## src/rtl/cpu_bus_bridge_if.sv

```systemverilog
// CPU strobe bus plus downstream valid/ready request/response channels.
// The slave modport is the bridge's view; the master modport is the environment's view.
interface cpu_bus_bridge_if #(
    parameter int unsigned ADDR_WIDTH = 20,
    parameter int unsigned DATA_BYTES = 4
);
    logic                    IO;
    logic                    MEM;
    logic                    RD;
    logic                    WR;
    logic [ADDR_WIDTH-1:0]   A;
    logic [7:0]              D;
    logic                    cpu_ready;
    logic [7:0]              cpu_rdata;

    logic                    req_valid;
    logic                    req_ready;
    logic [31:0]             req_addr;
    logic                    req_write;
    logic [8*DATA_BYTES-1:0] req_wdata;
    logic [DATA_BYTES-1:0]   req_wstrb;

    logic                    rsp_valid;
    logic                    rsp_ready;
    logic [8*DATA_BYTES-1:0] rsp_rdata;

    modport slave (
        input  IO, MEM, RD, WR, A, D, req_ready, rsp_valid, rsp_rdata,
        output cpu_ready, cpu_rdata, req_valid, req_addr, req_write, req_wdata, req_wstrb, rsp_ready
    );

    modport master (
        output IO, MEM, RD, WR, A, D, req_ready, rsp_valid, rsp_rdata,
        input  cpu_ready, cpu_rdata, req_valid, req_addr, req_write, req_wdata, req_wstrb, rsp_ready
    );
endinterface

```

## src/rtl/cpu_bus_bridge.sv

```systemverilog
// Bridges one 8-bit CPU strobe cycle at a time onto a 32-bit valid/ready request port,
// holding the CPU in wait state until the response, an unmapped decode or a timeout.
module cpu_bus_bridge #(
    parameter int unsigned                   ADDR_WIDTH     = 20,
    parameter int unsigned                   DATA_BYTES     = 4,
    parameter int unsigned                   NUM_WIN        = 2,
    parameter logic [NUM_WIN-1:0]            WIN_IO         = 2'b10,
    parameter logic [NUM_WIN*ADDR_WIDTH-1:0] WIN_BASE       = {20'h00000, 20'h80000},
    parameter logic [NUM_WIN*ADDR_WIDTH-1:0] WIN_MASK       = {20'hFFFF0, 20'h80000},
    parameter logic [NUM_WIN*32-1:0]         WIN_TGT        = {32'h4060_0000, 32'h8000_0000},
    parameter int unsigned                   TIMEOUT_CYCLES = 1024
) (
    input  logic             clk,
    input  logic             rst_n,
    cpu_bus_bridge_if.slave  bus,
    input  logic             stat_clr,
    output logic             stat_unmapped,
    output logic             stat_timeout
);
    localparam int unsigned LANE_W = (DATA_BYTES > 1) ? $clog2(DATA_BYTES) : 1;
    localparam int unsigned CNT_W  = $clog2(TIMEOUT_CYCLES);
    localparam int unsigned DW     = 8 * DATA_BYTES;

    typedef enum logic [2:0] {
        S_IDLE  = 3'd0,
        S_ISSUE = 3'd1,
        S_WAIT  = 3'd2,
        S_HOLD  = 3'd3,
        S_DRAIN = 3'd4
    } state_t;

    state_t              state_q;
    logic                cpu_ready_q;
    logic [7:0]          cpu_rdata_q;
    logic                req_valid_q;
    logic [31:0]         req_addr_q;
    logic                req_write_q;
    logic [DW-1:0]       req_wdata_q;
    logic [DATA_BYTES-1:0] req_wstrb_q;
    logic                rsp_ready_q;
    logic                stat_unmapped_q;
    logic                stat_timeout_q;
    logic [CNT_W-1:0]    cnt_q;
    logic [LANE_W-1:0]   lane_q;
    logic                abort_q;

    logic [3:0]          op;
    logic                op_legal;
    logic                hit_d;
    logic [31:0]         addr_d;
    logic [LANE_W-1:0]   lane_d;
    logic [7:0]          rsp_byte;

    assign op       = {bus.IO, bus.MEM, bus.RD, bus.WR};
    assign op_legal = (op == 4'b1010) || (op == 4'b0110) || (op == 4'b1001) || (op == 4'b0101);
    assign rsp_byte = 8'(bus.rsp_rdata >> {lane_q, 3'b000});

    // Window decode of the live bus cycle; the first (lowest-index) hit is kept.
    always_comb begin
        hit_d  = 1'b0;
        addr_d = '0;
        for (int unsigned i = 0; i < NUM_WIN; i++) begin
            if (!hit_d && (WIN_IO[i] == bus.IO) &&
                ((bus.A & WIN_MASK[i*ADDR_WIDTH +: ADDR_WIDTH]) == WIN_BASE[i*ADDR_WIDTH +: ADDR_WIDTH])) begin
                hit_d  = 1'b1;
                addr_d = WIN_TGT[i*32 +: 32] | 32'(bus.A & ~WIN_MASK[i*ADDR_WIDTH +: ADDR_WIDTH]);
            end
        end
        lane_d = LANE_W'(addr_d & 32'(DATA_BYTES - 1));
    end

    always_ff @(posedge clk or negedge rst_n) begin
        if (!rst_n) begin
            state_q         <= S_IDLE;
            cpu_ready_q     <= 1'b0;
            cpu_rdata_q     <= 8'h00;
            req_valid_q     <= 1'b0;
            req_addr_q      <= '0;
            req_write_q     <= 1'b0;
            req_wdata_q     <= '0;
            req_wstrb_q     <= '0;
            rsp_ready_q     <= 1'b0;
            stat_unmapped_q <= 1'b0;
            stat_timeout_q  <= 1'b0;
            cnt_q           <= '0;
            lane_q          <= '0;
            abort_q         <= 1'b0;
        end else begin
            // Clear first so a same-cycle set below takes priority.
            if (stat_clr) begin
                stat_unmapped_q <= 1'b0;
                stat_timeout_q  <= 1'b0;
            end
            unique case (state_q)
                S_IDLE: begin
                    if (op_legal) begin
                        abort_q <= 1'b0;
                        if (hit_d) begin
                            state_q     <= S_ISSUE;
                            req_valid_q <= 1'b1;
                            req_addr_q  <= addr_d;
                            req_write_q <= bus.WR;
                            req_wdata_q <= {DATA_BYTES{bus.D}};
                            req_wstrb_q <= bus.WR ? (DATA_BYTES'(1) << lane_d) : '0;
                            lane_q      <= lane_d;
                        end else begin
                            state_q         <= S_HOLD;
                            cpu_ready_q     <= 1'b1;
                            cpu_rdata_q     <= 8'hFF;
                            stat_unmapped_q <= 1'b1;
                        end
                    end
                end
                S_ISSUE: begin
                    if (!op_legal) abort_q <= 1'b1;
                    if (bus.req_ready) begin
                        state_q     <= S_WAIT;
                        req_valid_q <= 1'b0;
                        rsp_ready_q <= 1'b1;
                        cnt_q       <= '0;
                    end
                end
                S_WAIT: begin
                    if (!op_legal) abort_q <= 1'b1;
                    if (bus.rsp_valid) begin
                        rsp_ready_q <= 1'b0;
                        cnt_q       <= '0;
                        if (abort_q || !op_legal) begin
                            state_q <= S_IDLE;
                        end else begin
                            state_q     <= S_HOLD;
                            cpu_ready_q <= 1'b1;
                            cpu_rdata_q <= req_write_q ? 8'h00 : rsp_byte;
                        end
                    end else if (cnt_q == CNT_W'(TIMEOUT_CYCLES - 1)) begin
                        state_q        <= S_DRAIN;
                        cnt_q          <= '0;
                        stat_timeout_q <= 1'b1;
                        cpu_rdata_q    <= 8'hFF;
                        cpu_ready_q    <= !abort_q && op_legal;
                    end else begin
                        cnt_q <= cnt_q + CNT_W'(1);
                    end
                end
                S_DRAIN: begin
                    // Once the CPU has ended its cycle, ready stays low until the late response is gone.
                    if (bus.rsp_valid) begin
                        rsp_ready_q <= 1'b0;
                        if (cpu_ready_q && op_legal) begin
                            state_q <= S_HOLD;
                        end else begin
                            state_q     <= S_IDLE;
                            cpu_ready_q <= 1'b0;
                        end
                    end else if (!op_legal) begin
                        cpu_ready_q <= 1'b0;
                    end
                end
                S_HOLD: begin
                    if (!op_legal) begin
                        state_q     <= S_IDLE;
                        cpu_ready_q <= 1'b0;
                    end
                end
                default: state_q <= S_IDLE;
            endcase
        end
    end

    assign bus.cpu_ready = cpu_ready_q;
    assign bus.cpu_rdata = cpu_rdata_q;
    assign bus.req_valid = req_valid_q;
    assign bus.req_addr  = req_addr_q;
    assign bus.req_write = req_write_q;
    assign bus.req_wdata = req_wdata_q;
    assign bus.req_wstrb = req_wstrb_q;
    assign bus.rsp_ready = rsp_ready_q;
    assign stat_unmapped = stat_unmapped_q;
    assign stat_timeout  = stat_timeout_q;
endmodule

```

## src/flat_wrapper.sv

```systemverilog
// flat-port wrapper written by rule: the top's interface ports become plain ports
module cpu_bus_bridge_flat 
#(
    parameter int unsigned                   ADDR_WIDTH     = 20,
    parameter int unsigned                   DATA_BYTES     = 4,
    parameter int unsigned                   NUM_WIN        = 2,
    parameter logic [NUM_WIN-1:0]            WIN_IO         = 2'b10,
    parameter logic [NUM_WIN*ADDR_WIDTH-1:0] WIN_BASE       = {20'h00000, 20'h80000},
    parameter logic [NUM_WIN*ADDR_WIDTH-1:0] WIN_MASK       = {20'hFFFF0, 20'h80000},
    parameter logic [NUM_WIN*32-1:0]         WIN_TGT        = {32'h4060_0000, 32'h8000_0000},
    parameter int unsigned                   TIMEOUT_CYCLES = 1024
)
  (clk, rst_n, stat_clr, stat_unmapped, stat_timeout, bus_IO, bus_MEM, bus_RD, bus_WR, bus_A, bus_D, bus_req_ready, bus_rsp_valid, bus_rsp_rdata, bus_cpu_ready, bus_cpu_rdata, bus_req_valid, bus_req_addr, bus_req_write, bus_req_wdata, bus_req_wstrb, bus_rsp_ready);
  cpu_bus_bridge_if #(.ADDR_WIDTH(ADDR_WIDTH), .DATA_BYTES(DATA_BYTES)) bus_i ();
  input  logic clk;
  input  logic rst_n;
  input  logic stat_clr;
  output logic stat_unmapped;
  output logic stat_timeout;
  input wire logic [$bits(bus_i.IO)-1:0] bus_IO;
  input wire logic [$bits(bus_i.MEM)-1:0] bus_MEM;
  input wire logic [$bits(bus_i.RD)-1:0] bus_RD;
  input wire logic [$bits(bus_i.WR)-1:0] bus_WR;
  input wire logic [$bits(bus_i.A)-1:0] bus_A;
  input wire logic [$bits(bus_i.D)-1:0] bus_D;
  input wire logic [$bits(bus_i.req_ready)-1:0] bus_req_ready;
  input wire logic [$bits(bus_i.rsp_valid)-1:0] bus_rsp_valid;
  input wire logic [$bits(bus_i.rsp_rdata)-1:0] bus_rsp_rdata;
  output wire logic [$bits(bus_i.cpu_ready)-1:0] bus_cpu_ready;
  output wire logic [$bits(bus_i.cpu_rdata)-1:0] bus_cpu_rdata;
  output wire logic [$bits(bus_i.req_valid)-1:0] bus_req_valid;
  output wire logic [$bits(bus_i.req_addr)-1:0] bus_req_addr;
  output wire logic [$bits(bus_i.req_write)-1:0] bus_req_write;
  output wire logic [$bits(bus_i.req_wdata)-1:0] bus_req_wdata;
  output wire logic [$bits(bus_i.req_wstrb)-1:0] bus_req_wstrb;
  output wire logic [$bits(bus_i.rsp_ready)-1:0] bus_rsp_ready;
  assign bus_i.IO = bus_IO;
  assign bus_i.MEM = bus_MEM;
  assign bus_i.RD = bus_RD;
  assign bus_i.WR = bus_WR;
  assign bus_i.A = bus_A;
  assign bus_i.D = bus_D;
  assign bus_i.req_ready = bus_req_ready;
  assign bus_i.rsp_valid = bus_rsp_valid;
  assign bus_i.rsp_rdata = bus_rsp_rdata;
  assign bus_cpu_ready = bus_i.cpu_ready;
  assign bus_cpu_rdata = bus_i.cpu_rdata;
  assign bus_req_valid = bus_i.req_valid;
  assign bus_req_addr = bus_i.req_addr;
  assign bus_req_write = bus_i.req_write;
  assign bus_req_wdata = bus_i.req_wdata;
  assign bus_req_wstrb = bus_i.req_wstrb;
  assign bus_rsp_ready = bus_i.rsp_ready;
  cpu_bus_bridge #(.ADDR_WIDTH(ADDR_WIDTH), .DATA_BYTES(DATA_BYTES), .NUM_WIN(NUM_WIN), .WIN_IO(WIN_IO), .WIN_BASE(WIN_BASE), .WIN_MASK(WIN_MASK), .WIN_TGT(WIN_TGT), .TIMEOUT_CYCLES(TIMEOUT_CYCLES)) u_core (.clk(clk), .rst_n(rst_n), .bus(bus_i), .stat_clr(stat_clr), .stat_unmapped(stat_unmapped), .stat_timeout(stat_timeout));
endmodule
```

## config.mk

```make
export PLATFORM = sky130hd
export DESIGN_NAME = cpu_bus_bridge_flat
export DESIGN_NICKNAME = d
export VERILOG_FILES = /design/src/rtl/cpu_bus_bridge_if.sv /design/src/rtl/cpu_bus_bridge.sv /design/src/flat_wrapper.sv
export SDC_FILE = /design/constraint.sdc
export NUM_CORES = 1
export LEC_CHECK = 0
export ABC_AREA = 1
export CELL_PAD_IN_SITES_DETAIL_PLACEMENT = 1
export CELL_PAD_IN_SITES_GLOBAL_PLACEMENT = 2
export CORE_MARGIN = 3
export CORE_UTILIZATION = 23
export CTS_BUF_LIST = sky130_fd_sc_hd__clkbuf_4
export DETAILED_ROUTE_END_ITERATION = 10
export PLACE_DENSITY_LB_ADDON = 0.15
export SYNTH_ARGS = -nofsm -noshare
export SYNTH_HDL_FRONTEND = slang
export SYNTH_SLANG_ARGS = --single-unit
export TNS_END_PERCENT = 30
```

## constraint.sdc

```tcl
create_clock -name clk -period 1.72 [get_ports clk]
set_input_delay 0.172 -clock clk [delete_from_list [all_inputs] [get_ports clk]]
set_output_delay 0.172 -clock clk [all_outputs]
set_load 0.005 [all_outputs]
```

==> results.json, run 1 <==
{
  "grt_pass1_wl_um": 18900,
  "num_rows": 45,
  "cts-buffers-inserted": 9,
  "synth.avg_cell_area_sq_um": 7.39,
  "crit_family": "buffers and inverters",
  "start_util_pct": 23.6,
  "crit_required_ns": 1.55,
  "fmax_ghz": 0.632,
  "overflow": 0,
  "startpoint_type": "flip-flop",
  "vdd_drop_max_mv": 0.398,
  "highest_layer": "met4",
  "power.total_uw": 7030,
  "coreArea_sq_mm": 0.0153,
  "power.share.combinational_pct": 53.2,
  "mostFrequentLayoutCells": "200 x nand2_1, 138 x clkdlybuf4s50_1, 59 x dfrtp_1",
  "synth-edff-count": 0,
  "vias": 3550,
  "synth_warnings": 0,
  "critical_path_arrival_ns": 1.41,
  "fin_cells": 850,
  "dp_hpwl_um": 9060,
  "async_reset_ff_share_pct": 100,
  "layout_commonest_cell": "nand2_1",
  "crit_chain": "clkdlybuf4s50_1",
  "fin_nets": 703,
  "gp_congestion": 0.774,
  "cp_slowest_cell": "clkdlybuf4s50_1",
  "area_growth_pct": 51.4,
  "grt_max_degree": 62,
  "io_pins": 151,
  "final_util_pct": 35.7,
  "antenna_found_initial": 1,
  "layout-drive-gt1-share_pct": 12.2,
  "cp_max_fo": 5,
  "finalHoldViolations": 0,
  "wl_per_cell_um": 13.8,
  "switching_power_uw": 2690,
  "switching_share_pct": 38.2,
  "internal-power_uw": 4340,
  "synth_area_leaders": "dfrtp_1 42%, nand2_1 21%, buf_4 7.3%",
  "die-width_um": 131,
  "finalCritPeriodShare_pct": 92.0,
  "cts_tree": "yes",
  "drv_slew": 0,
  "drt_iter0_drc": 129,
  "clkLatencyLatePin_ns": 0.44,
  "finalClockSkew_ns": 0.0129,
  "grt_pass1_vias": 3739,
  "critical_path.max_stage_delay_ns": 0.54,
  "syn_area_sq_mm": 0.00360,
  "status": "finished clean",
  "drc_errors": 0,
  "rsz0062_at_grt": "yes",
  "ff2ff_setup_slack_ns": 0.16,
  "finalWirelength_um": 11800,
  "yosysUniqueCellTypes": 28,
  "cts_root_buffer": "clkbuf_4",
  "p_leak_uw": 0.00263,
  "cts_num_sinks": 61,
  "seq_area_frac_synth_pct": 42.4,
  "grt_util_all_layers_pct": 14.0,
  "final-setup-viol-count": 0,
  "yosys.area.top_type": "dfrtp_1",
  "die_area_sq_mm": 0.0172,
  "wl_met1_um": 5410,
  "drt-pass1-iter-count": 4,
  "met3_length_um": 788,
  "cts.clk_slew.worst_paths_ns": 0.12,
  "synthFlopType": "dfrtp_1",
  "syn_inst": 487,
  "hold_slack_ns": 0.253,
  "detail_route.vias_per_cell": 4.18,
  "io_buffers": 141,
  "die_height_um": 131,
  "synth-seq-cells": 61,
  "place_ws_ns": -0.0666,
  "ant_nets": 0,
  "dp_cells": 829,
  "h-tree-depth": 3,
  "clockPowerShare_pct": 15.1,
  "pwr-share-seq_pct": 31.7,
  "fin_ws_ns": 0.138,
  "power_density_mw_per_mm2": 1290,
  "synth_top_area_share_pct": 42.4,
  "period_needed_ns": 1.58,
  "worst-path-buf-inv": 1,
  "worst_setup_path_end_kind": "output pin",
  "dr_wl_met2_um": 5450,
  "worstSetupPathType": "flip-flop to output pin",
  "min_path_type": "input pin to flip-flop",
  "cts_max_path_buffers": 2,
  "drv_cap": 0
}
-- power by group through the flow --
stage / Clock (uW) / Combinational (uW) / Sequential (uW)
floorplan: 0 / 1980 / 2230
global placement: 0 / 3700 / 2250
detailed placement: 0 / 3740 / 2270
CTS: 1150 / 3760 / 2250
global route: 1200 / 4170 / 2310
finish: 1060 / 3740 / 2230
-- logic make-up (layout without fill, tap and decap cells) --
| family | after synthesis | after routing | synth area share, % |
|---|---|---|---|
| flops | 61 | 61 | 42.4 |
| xor+xnor | 2 | 2 | 0.487 |
| other cells | 1 | 10 | 0.104 |
| fa+ha+maj | 1 | 1 | 0.348 |
| buf+inv | 91 | 234 | 14.2 |
| compound gates | 28 | 28 | 4.03 |
| simple gates | 303 | 303 | 38.4 |
-- per-stage QoR --
stage / TNS [ns] / cell area, sq um
floorplan: 0 / 3630
global placement: -0.492 / 5250
detailed placement: -1.11 / 5250
CTS: 0 / 5400
global route: -0.00713 / 5450
finish: 0 / 5450
-- worst reg2reg max path: stages, from the launching register on --
cell     delay, ns
dfrtp_2       0.48
inv_2         0.12
nand3_2       0.13
inv_1         0.12
nand2_2       0.08
nand2_4       0.15
inv_1         0.06
nand2_1       0.10
inv_1         0.08
nor3b_1       0.18
-- sequential cells by signal, summed over array words and instances (netlist names) --
signal / flops
u_core.bus.req_addr: 20
u_core.cnt_q: 10
u_core.bus.cpu_rdata: 8
u_core.bus.req_wdata: 8
u_core.bus.req_wstrb: 4
u_core.state_q: 3
u_core.abort_q: 1
u_core.bus.cpu_ready: 1
u_core.bus.req_valid: 1
u_core.bus.req_write: 1
u_core.bus.rsp_ready: 1
u_core.lane_q: 1
u_core.stat_timeout: 1
u_core.stat_unmapped: 1
-- final timing paths --
path | start | end | depth (start not counted)
max | u_core.bus.req_wdata[29]$_DFFE_PN0P_ | bus_req_wdata[29] | 1
min | bus_D[5] | u_core.bus.req_wdata[29]$_DFFE_PN0P_ | 3
max reg2reg | u_core.state_q[2]$_DFFE_PN0P_ | u_core.cnt_q[2]$_DFFE_PN0P_ | 9
min reg2reg | u_core.bus.cpu_rdata[7]$_DFFE_PN0P_ | u_core.bus.cpu_rdata[7]$_DFFE_PN0P_ | 2
max in group asynchronous | rst_n | u_core.state_q[2]$_DFFE_PN0P_ | 3
min in group asynchronous | rst_n | u_core.bus.req_wdata[25]$_DFFE_PN0P_ | 3
-- metal layers --
layer,track usage (%),vias up
li1,-,1775
met1,17.7,1669
met2,23.4,100
met3,4.38,6
met4,3.45,0
met5,0,-
-- cell type report --
class / instances / area, sq um
fill: 1863 / 9810
timing repair buffer: 174 / 1750
multi-input combinational: 343 / 1590
sequential: 61 / 1530
tap: 211 / 264
inverter: 44 / 168
clock inverter: 7 / 75.1
clock buffer: 9 / 67.6
antenna: 1 / 2.50
-- cells in the mapped netlist, types with 3 or more instances --
library cell and instances:
nand2_2 5, o21ai_0 20, a21oi_1 7, nor2_1 27, nand3_1 36, buf_2 6, nand2_4 4, inv_1 40
buf_4 35, nand2_1 200, inv_2 3, nor2_4 6, dfrtp_1 61, nand4_1 16, buf_6 4
-- repair_timing --
item | 4_1_cts | 5_1_grt
hold buffers | 1 | 0
pin swaps | 0 | 1
buffers inserted | 0 | 3
resized for setup | 3 | 5
cloned | 0 | 0
setup endpoints to repair | 2 | 12
hold endpoints to repair | 61 | 0
(Power assumes the default switching activity.)
==> run 2: changes to the inputs <==
CAP_MARGIN = 25   (was default)
CORE_MARGIN = 2   (was 3)
==> run 2 against run 1 <==
Worst hold slack got worse by 0.0061 ns. Largest power group unchanged. Wire length fell by 1.1%. Final cell count rose by 0.35%. Highest routed layer unchanged. Utilization fell by 0.16 points. Via count rose by 0.23%. First-iteration DRC count fell by 20%. Fmax fell by 0.54%. Critical path type is now flip-flop to flip-flop. Worst setup slack got worse by 0.0085 ns. Combinational power rose by 1%. Sequential share of layout area rose by 0.15 points.
==> results.json, run 2 (synthesized netlist as in run 1, its figures left out) <==
{
  "fin_nets": 707,
  "cts_num_sinks": 61,
  "final_util_pct": 35.5,
  "io_buffers": 141,
  "dp_hpwl_um": 8950,
  "io_pins": 151,
  "cts_tree": "yes",
  "p_leak_uw": 0.00262,
  "vdd_drop_max_mv": 0.398,
  "fin_tns_setup_ns": 0,
  "mostFrequentLayoutCells": "200 x nand2_1, 139 x clkdlybuf4s50_1, 58 x dfrtp_1",
  "worstSetupPathType": "flip-flop to flip-flop",
  "critical_path.max_stage_delay_ns": 0.43,
  "cts_root_buffer": "clkbuf_4",
  "detail_route.vias_per_cell": 4.17,
  "status": "finished clean",
  "drt-pass1-iter-count": 4,
  "ant_nets": 0,
  "drv_cap": 0,
  "fillCellCount": 1905,
  "layout-drive-gt1-share_pct": 12.6,
  "cts_max_path_buffers": 2,
  "cts-buffers-inserted": 9,
  "finalInstanceArea_sq_mm": 0.00542,
  "drv_slew": 0,
  "die-width_um": 129,
  "place_area_sq_mm": 0.00525,
  "worst_setup_path_end_kind": "flip-flop",
  "fmax_ghz": 0.629,
  "finalWirelength_um": 11600,
  "worst-path-buf-inv": 3,
  "antenna_found_initial": 1,
  "finalClockSkew_ns": 0.0118,
  "vias": 3558,
  "drt_iter0_drc": 103,
  "num_rows": 45,
  "start_util_pct": 23.6,
  "gp_congestion": 0.762,
  "grt_pass1_vias": 3934,
  "power_density_mw_per_mm2": 1270,
  "rsz0062_at_grt": "yes",
  "layout_commonest_cell": "nand2_1",
  "finalHoldViolations": 0,
  "die_area_sq_mm": 0.0167,
  "crit_chain": "ha_1 > inv_1 > nor2_2 > nand4_1 > nand2_2 > buf_4 > nand2_1 > inv_1 > nor3b_1",
  "die_height_um": 129,
  "area_growth_pct": 50.8,
  "cp_slowest_cell": "dfrtp_1",
  "drc_errors": 0,
  "min_path_type": "input pin to flip-flop",
  "crit_required_ns": 2.08,
  "dp_cells": 833,
  "fin_cells": 853,
  "grt_max_degree": 33,
  "period_needed_ns": 1.59,
  "overflow": 0,
  "crit_family": "simple AND/OR/NAND/NOR gates",
  "finalCritPeriodShare_pct": 92.5,
  "multi_input_area_sq_mm": 0.00160,
  "clkLatencyLatePin_ns": 0.45,
  "coreArea_sq_mm": 0.0153,
  "h-tree-depth": 3,
  "crit_path_frequent_cell": "inv_1",
  "grt_pass1_wl_um": 19400,
  "final-setup-viol-count": 0,
  "critical_path_arrival_ns": 1.95,
  "cts.clk_slew.worst_paths_ns": 0.11,
  "largest_reg_flops": 20,
  "ff2ff_setup_slack_ns": 0.13,
  "wl_per_cell_um": 13.6,
  "seq_area_sq_mm": 0.00153,
  "cp_max_fo": 4,
  "grt_util_all_layers_pct": 15.0,
  "startpoint_type": "flip-flop"
}
==> run 2: path summary, 6_finish.rpt <==
kind	from	to	cells after the start
max	u_core.cnt_q[0]$_DFFE_PN0P_	u_core.cnt_q[2]$_DFFE_PN0P_	9
max reg2reg	u_core.cnt_q[0]$_DFFE_PN0P_	u_core.cnt_q[2]$_DFFE_PN0P_	9
min	bus_D[6]	u_core.bus.req_wdata[30]$_DFFE_PN0P_	3
max in group asynchronous	rst_n	u_core.lane_q[0]$_DFFE_PN0P_	3
min reg2reg	u_core.bus.cpu_rdata[4]$_DFFE_PN0P_	u_core.bus.cpu_rdata[4]$_DFFE_PN0P_	2
min in group asynchronous	rst_n	u_core.cnt_q[0]$_DFFE_PN0P_	3
==> run 2: worst reg2reg max path, cell delays in order, from the launching register on <==
cell and delay, ns:
dfrtp_1 0.43, ha_1 0.22, inv_1 0.09, nor2_2 0.05
nand4_1 0.12, nand2_2 0.07, buf_4 0.15, nand2_1 0.11
inv_1 0.08, nor3b_1 0.18
==> run 2: layout make-up <==
class	instances	share of cell area, %
flip-flops and latches	61	28.2
well taps	211	4.87
clock inverters	5	0.531
inverters	44	3.14
diodes	1	0.0461
repair buffers	178	32.3
multi-input cells	343	29.5
clock buffers	10	1.38
==> run 2: what timing repair did <==
action                                  in CTS  in global routing
endpoints found under the setup margin       1                 15
pin swaps                                    0                  1
hold endpoints to repair                    61                  0
setup buffers                                0                  3
gates resized for setup                      1                  8
hold buffers                                 1                  0
==> run 2: metal layers <==
| layer | share of wire, % | routed length (um) | vias to the layer above | GRT usage, % |
|---|---|---|---|---|
| met3 | 5.5 | 634 | 14 | 2.85 |
| li1 | - | - | 1775 | - |
| met2 | 47 | 5510 | 93 | 25.7 |
| met1 | 45 | 5270 | 1676 | 18.6 |
| met5 | 0 | 0 | - | 0 |
| met4 | 1.8 | 211 | 0 | 6.14 |
==> run 2: stage by stage <==
stage          power [uW]  hold slack, ns  setup slack (ns)
2_1_floorplan        4210          -0.124             0.244
3_3_place_gp         5940           0.248           -0.0481
3_5_place_dp         6010           0.258           -0.0843
4_1_cts              6930           0.213           0.00705
5_1_grt              7530           0.236          -0.00513
6_report             6920           0.247             0.129
==> run 2: where the power goes <==
part / internal, uW / leakage, uW / switching (uW)
Clock: 294 / 0.0000557 / 587
Combinational: 2030 / 0.00178 / 1750
Sequential: 1890 / 0.000788 / 371
